`config.mk`:
```
export PLATFORM = sky130hd
export DESIGN_NAME = fifo_stream_reader
export DESIGN_NICKNAME = d
export VERILOG_FILES = /design/src/rtl/fifo_stream_pkg.sv /design/src/rtl/stream_skid_buf.sv /design/src/rtl/fifo_stream_reader.sv
export SDC_FILE = /design/constraint.sdc
export NUM_CORES = 1
export LEC_CHECK = 0
export BUFFER_PORTS_ARGS = -buffer_cell sky130_fd_sc_hd__buf_4
export CORE_MARGIN = 4
export CORE_UTILIZATION = 50
export CTS_BUF_LIST = sky130_fd_sc_hd__clkbuf_4
export DETAILED_ROUTE_END_ITERATION = 12
export PLACE_DENSITY_LB_ADDON = 0.1
export SLEW_MARGIN = 40
export SYNTH_ARGS = -nofsm -noshare
export SYNTH_HDL_FRONTEND = slang
export SYNTH_SLANG_ARGS = --single-unit
```
`constraint.sdc`:
```
create_clock -name clk -period 2.23 [get_ports clk]
set_input_delay 0.5575 -clock clk [delete_from_list [all_inputs] [get_ports clk]]
set_output_delay 0.5575 -clock clk [all_outputs]
set_load 0.1 [all_outputs]
```
`src/rtl/fifo_stream_pkg.sv`:
```
// Shared constants and types for the FIFO-to-stream reader.
// The optional STREAM_STATS_EN build uses STATS_W and sat_inc for its counters.
package fifo_stream_pkg;

    localparam int OUT_BUF_DEPTH = 2;
    localparam int STATS_W       = 32;

    typedef logic [1:0] occ_t;

    // Counters stick at all-ones instead of wrapping back to zero.
    function automatic logic [STATS_W-1:0] sat_inc(input logic [STATS_W-1:0] v);
        return (&v) ? v : v + STATS_W'(1);
    endfunction

endpackage

```
`src/rtl/stream_skid_buf.sv`:
```
// Two-entry register FIFO that holds words captured from the upstream FIFO.
// head_data_o always shows the oldest entry; occupancy is reported on buf_cnt_o.
module stream_skid_buf
    import fifo_stream_pkg::*;
#(
    parameter int DATA_WIDTH = 8
) (
    input  logic                  clk,
    input  logic                  rstn,
    input  logic                  push_i,
    input  logic [DATA_WIDTH-1:0] push_data_i,
    input  logic                  pop_i,
    output logic [1:0]            buf_cnt_o,
    output logic [DATA_WIDTH-1:0] head_data_o
);

    logic [DATA_WIDTH-1:0] mem_q [OUT_BUF_DEPTH];
    logic                  head_q, head_d;
    logic                  tail_q, tail_d;
    occ_t                  cnt_q, cnt_d;

    always_comb begin
        // NOTE: every variable gets a default first so no path leaves it unassigned (no latch).
        head_d = head_q;
        tail_d = tail_q;
        if (push_i) tail_d = ~tail_q;
        if (pop_i)  head_d = ~head_q;
        cnt_d = cnt_q + occ_t'(push_i) - occ_t'(pop_i);
    end

    always_ff @(posedge clk or negedge rstn) begin
        // NOTE: sequential state uses non-blocking assignments so all registers update together.
        if (!rstn) begin
            head_q <= 1'b0;
            tail_q <= 1'b0;
            cnt_q  <= '0;
            // NOTE: the storage is reset too, because its head entry is visible on m_data during reset.
            for (int i = 0; i < OUT_BUF_DEPTH; i++) mem_q[i] <= '0;
        end else begin
            head_q <= head_d;
            tail_q <= tail_d;
            cnt_q  <= cnt_d;
            if (push_i) mem_q[tail_q] <= push_data_i;
        end
    end

    assign buf_cnt_o   = cnt_q;
    assign head_data_o = mem_q[head_q];

endmodule

```
`src/rtl/fifo_stream_reader.sv`:
```
// Turns the synchronous FIFO read port into a valid/ready stream at 1 word/cycle.
// Define STREAM_STATS_EN to add the stats_clr/xfer_count/stall_count counters.
module fifo_stream_reader
    import fifo_stream_pkg::*;
#(
    parameter int DATA_WIDTH = 8
) (
    input  logic                  clk,
    input  logic                  rstn,
    input  logic                  fifo_empty,
    output logic                  fifo_rd_en,
    input  logic [DATA_WIDTH-1:0] fifo_dout,
    output logic                  m_valid,
    input  logic                  m_ready,
    output logic [DATA_WIDTH-1:0] m_data
`ifdef STREAM_STATS_EN
    ,
    input  logic                  stats_clr,
    output logic [STATS_W-1:0]    xfer_count,
    output logic [STATS_W-1:0]    stall_count
`endif
);

    logic       inflight_q, inflight_d;
    logic [1:0] buf_cnt;
    logic       pop;
    occ_t       occ, occ_after_pop;

    assign m_valid = (buf_cnt != 2'd0);
    assign pop     = m_valid & m_ready;

    // Words owned by this stage: buffered plus the one whose data lands this cycle.
    assign occ           = buf_cnt + occ_t'(inflight_q);
    assign occ_after_pop = occ - occ_t'(pop);

    // Only issue when the word will have a guaranteed slot; rstn gating keeps reads off during reset.
    assign fifo_rd_en = rstn & ~fifo_empty & (occ_after_pop < occ_t'(OUT_BUF_DEPTH));
    assign inflight_d = fifo_rd_en;

    always_ff @(posedge clk or negedge rstn) begin
        if (!rstn) inflight_q <= 1'b0;
        else       inflight_q <= inflight_d;
    end

    stream_skid_buf #(
        .DATA_WIDTH (DATA_WIDTH)
    ) u_skid_buf (
        .clk         (clk),
        .rstn        (rstn),
        .push_i      (inflight_q),
        .push_data_i (fifo_dout),
        .pop_i       (pop),
        .buf_cnt_o   (buf_cnt),
        .head_data_o (m_data)
    );

`ifdef STREAM_STATS_EN
    logic [STATS_W-1:0] xfer_q, xfer_d;
    logic [STATS_W-1:0] stall_q, stall_d;

    always_comb begin
        xfer_d  = xfer_q;
        stall_d = stall_q;
        if (stats_clr) begin
            xfer_d  = '0;
            stall_d = '0;
        end else begin
            if (pop)                 xfer_d  = sat_inc(xfer_q);
            if (m_valid & ~m_ready)  stall_d = sat_inc(stall_q);
        end
    end

    always_ff @(posedge clk or negedge rstn) begin
        if (!rstn) begin
            xfer_q  <= '0;
            stall_q <= '0;
        end else begin
            xfer_q  <= xfer_d;
            stall_q <= stall_d;
        end
    end

    assign xfer_count  = xfer_q;
    assign stall_count = stall_q;
`endif

endmodule
```
# ---- After elaboration in Yosys (flattened, before gate mapping)
# Cells that the tools add are included.
# Widths: inputs -> output; s select.
dict set report totals {
  reg_bits 21
  inputBits 12
  output_inout_bits 10
  word_cells 28
}
dict set report classes {
  n_addsub 2
  order_cmp 4
  muxes 6
  bitwise 8
  n_reduce_logical 2
}
# op n
set op_table {}
lappend op_table {{$mux 8} 4}
lappend op_table {{$bwmux 16} 1}
lappend op_table {{$demux 8 s1} 1}
lappend op_table {{$ge 2x2->1 const B} 2}
lappend op_table {{$not 1->2} 2}
lappend op_table {{$and 1x1->1} 3}
lappend op_table {{$not 1->1} 3}
lappend op_table {{$add 2x1->2} 1}
lappend op_table {{$lt 2x1->1 const B} 1}
lappend op_table {{$lt 2x2->1 const B} 1}
lappend op_table {{$reduce_bool 2->1} 1}
lappend op_table {{$sub 2x1->2} 1}
lappend op_table {{$logic_and 1x1->1} 1}

# ---- Longest topological paths before layout
dict set report depth {
  ltp_word 6
  mapped_depth 6
  ltp_nobuf 6
}

# ---- By module
# Synthesis repeated with hierarchy kept, for this count alone.
dict set report unflattened {
  hier_cells 65
  hier_area_um2 989.7
}
# module n_inst cells_per_inst area_each_um2 seq_area_each_um2
set by_module_without_submodules {}
lappend by_module_without_submodules {stream_skid_buf 1 56 899.6 500.5}
lappend by_module_without_submodules {fifo_stream_reader 1 9 90.1 25.0}

# ---- Least setup slack after synthesis
# OpenSTA, ideal clock, no wires.
dict set report synth_timing {
  path_kind {input -> output}
  startpoint {input m_ready}
  endpoint {output fifo_rd_en}
  arrival_ps 2609
  required_time_ps 1673
  slack_ps -937
  path_stages 6
  n_path_buf 0
  path_cell_list {o21a_1 > ha_1 > inv_1 > ha_1 > xor3_2 > nor3b_2}
}
dict set report synth_via {
  elab_chain_len 4
}
# item line
set synth_rtl {}
lappend synth_rtl {{from (decl)} fifo_stream_reader.sv:14} ;# input logic m_ready,
lappend synth_rtl {{$and 1x1->1} fifo_stream_reader.sv:30} ;# assign pop = m_valid & m_ready;
lappend synth_rtl {{$sub 2x1->2} fifo_stream_reader.sv:34} ;# assign occ_after_pop = occ - occ_t'(pop);
lappend synth_rtl {{net occ_after_pop[1]} fifo_stream_reader.sv:27} ;# occ_t occ, occ_after_pop;
lappend synth_rtl {{$lt 2x2->1} fifo_stream_reader.sv:37} ;# assign fifo_rd_en = rstn & ~fifo_empty & (occ_after_pop < occ_t'(OUT_BUF_DEPTH));
lappend synth_rtl {{$and 1x1->1} fifo_stream_reader.sv:37}
lappend synth_rtl {{to (decl)} fifo_stream_reader.sv:11} ;# output logic fifo_rd_en,
# The timed path passes the listed nets, and every way through them passes these cells.

# ---- Final worst setup path
dict set report layout_timing {
  startpoint {register u_skid_buf.cnt_q[0], in the netlist u_skid_buf.buf_cnt_o[0]}
  endpoint {output fifo_rd_en}
}
dict set report layout_via {
  elab_chain_len 5
  elab_cells_between_ends 6
  classes_between {2 x add/sub; 1 x order compare; 2 x bitwise; 1 x reduce/logical}
}
# item line
set layout_rtl {}
lappend layout_rtl {{from (decl)} stream_skid_buf.sv:20} ;# occ_t cnt_q, cnt_d;
lappend layout_rtl {{from (signal assigned)} stream_skid_buf.sv:42} ;# cnt_q <= cnt_d;
lappend layout_rtl {{$reduce_bool 2->1} fifo_stream_reader.sv:29} ;# assign m_valid = (buf_cnt != 2'd0);
lappend layout_rtl {{$and 1x1->1} fifo_stream_reader.sv:30}
lappend layout_rtl {{net pop} fifo_stream_reader.sv:26} ;# logic pop;
lappend layout_rtl {{$sub 2x1->2} fifo_stream_reader.sv:34}
lappend layout_rtl {{net occ_after_pop[1]} fifo_stream_reader.sv:27}
lappend layout_rtl {{$lt 2x2->1} fifo_stream_reader.sv:37}
lappend layout_rtl {{$and 1x1->1} fifo_stream_reader.sv:37}
# The timed path passes the listed nets, and every way through them passes these cells.

==> results.cfg <==
[routing]
drt_iter0_drc = 0
post_drt_wl_per_cell_um = 14.8
drcViolationCount = 0
vias_per_cell = 4.88
vias = 537
wirelength_mm = 1.63
drtAntennaViolNets = 0
dr.pass1.iters = 1

[grt]
overflow = 0
grt_usage = 0.137
first_global_vias = 544
grt_busiest_layer = met2
grt_max_degree = 22
grt_pass1_wl_mm = 2.57
met3_usage = 0.0372
met1_usage = 0.155
antenna_found_initial = 0
use_met2 = 0.237

[logic_synthesis]
synth_top_area_frac = 0.548
seq_area_frac_synth = 0.548
yosysMostFrequentCell = dfrtp_1
syn_nets = 73
avgSynthCellArea_um2 = 16.2
synth_edf_count = 0
synth-async-reset-ratio = 1.00
synth_area_leaders = dfrtp_1 55%, mux2_2 19%, mux2_4 13%, ha_1 2.6%, xor3_2 2.6%
syn-cell-area_um2 = 958
yosys_register_bits = 21
synthCells = 59
synthTopCellsByCount = 21 x dfrtp_1, 16 x mux2_2, 8 x mux2_4
synth_top_cell_by_area = dfrtp_1
ys.warnings.count = 0
synth_flop_cell = dfrtp_1
yosysUniqueCellTypes = 14

[finish]
area_growth_pct = 25.2
design_area_um2 = 1200
regArea_um2 = 526
drive_gt1_frac = 0.671
nets = 100
antennaDiodeCount = 0
multi_input_area_um2 = 415
nFillCells = 146

[status]
violations = negative setup slack
status = complete, but fails checks

[sta]
rsz0062_at_grt = true
min_period_ns = 2.68
fmax_ghz = 0.373
setup_viol = 1
drv_slew = 0
fin_tns_setup_ns = -0.454
fin_worst_skew_ns = 0.00582
tightest_slew_ns = 0.626
hold_viol = 0
finalCritPeriodShare = 1.20
max_slew_margin = 0.581
worst_slack_ns = -0.454
hold-worst-slack_ns = 0.216

[clocking]
numCtsBuffers = 3
cts.clk_slew.worst_paths_ns = 0.12
postCtsHoldBufs = 0
cts_tree = built
htreeDepth = 1
cts_setup_buffers = 0
clk_latency_ns = 0.30
cts_sinks = 21
clk_root_buffer_cell = clkbuf_4
clockBufferDepth = 2

[worst_setup_path]
r2r-start = u_skid_buf.buf_cnt_o[0]
crit_required_ns = 1.67
criticalPathCategory = flop to output pin
r2r-end = inflight_q
setup.worst_path.end_class = output pin
cp-start-kind = flop
path_max_fanout = 3
rrSetupSlack_ns = 0.53
arrival_ns = 2.13
reg2reg_depth = 6

[floorplanning]
initial_core_util = 0.543
coreArea_um2 = 1760
num_rows = 15
dieArea_um2 = 2680
ioPinCount = 22
die_w_um = 51.8
die_y_um = 51.8

[run]
maxCapViolCount = 0

[placement]
place_congestion = 0.711
pre_cts_slack_ns = -0.360
postPlaceCellArea_um2 = 1160
portBuffers = 21
dp_hpwl_mm = 1.21

[hold_path]
hp-class = input pin to asynchronous set/reset pin
==> through the flow <==
| stage | utilization | instances |
|---|---|---|
| floorplan | - | 59 |
| global placement | 0.657 | 106 |
| detailed placement | 0.657 | 106 |
| CTS | 0.680 | 110 |
| global route | 0.680 | 110 |
| finish | 0.680 | 110 |
==> area by class of cell <==
class / instances / area share
Clock inverter: 1 / 0.00417
Clock buffer: 3 / 0.0188
Multi-Input combinational cell: 34 / 0.346
Timing Repair Buffer: 24 / 0.161
Sequential cell: 21 / 0.438
Inverter: 2 / 0.00626
Tap cell: 25 / 0.0261
==> metal layers <==
layer	wire, um	part of all wire
met5	0	0
met1	677	0.42
met2	851	0.52
met4	13	0.0080
met3	88	0.054
==> repair_timing <==
action | 4_1_cts | 5_1_grt
setup endpoints to repair | 1 | 1
pin swaps | 0 | 0
resized for setup | 3 | 0
==> registers in the layout, indices dropped and copies added (netlist names) <==
register              count
inflight_q                1
u_skid_buf.buf_cnt_o      2
u_skid_buf.mem_q         16
u_skid_buf.head_q         1
u_skid_buf.tail_q         1
==> logic make-up (layout without fill, tap and decap cells) <==
logic type,count (synthesis),after routing,share of synthesized area
xor gates and xnor gates,3,3,0.0444
AOI/OAI and AO/OA,1,1,0.00784
buffers and inverters,4,30,0.0248
muxes,24,24,0.313
DFF,21,21,0.548
and+or+nand+nor,4,4,0.0353
adders and majority gates,2,2,0.0261
==> worst max-delay path, cell delays in order, from the launching register on <==
cell	delay, ns
dfrtp_1	0.41
o21a_1	0.21
ha_1	0.26
inv_1	0.05
ha_1	0.14
xor3_2	0.29
nor3b_4	0.25
buf_12	0.21
==> cells in the final DEF, fill, tap and decap left out <==
cell,n
buf_12,1
nor2b_2,1
nor3b_4,1
xor2_1,2
mux2_4,8
nand2_2,1
clkinv_2,1
xor3_2,1
o21a_1,1
buf_4,23
clkbuf_4,3
inv_1,2
or2_2,1
dfrtp_1,21
mux2_2,16
ha_1,2
==> how the worst max path moves through the flow <==
stage | depth (start not counted) | slack, ns | end | startpoint
finish | 7 | -0.45 | fifo_rd_en | u_skid_buf.buf_cnt_o[0]
global route | 7 | -0.56 | fifo_rd_en | u_skid_buf.buf_cnt_o[0]
CTS | 7 | -0.47 | fifo_rd_en | u_skid_buf.buf_cnt_o[0]
detailed placement | 8 | -0.36 | fifo_rd_en | m_ready
global placement | 8 | -0.33 | fifo_rd_en | m_ready
floorplan | 6 | -0.57 | fifo_rd_en | m_ready
Power is left out: the tool's default activity adds up to more than one toggle a clock period on the data nets, which glitch-free logic cannot reach.
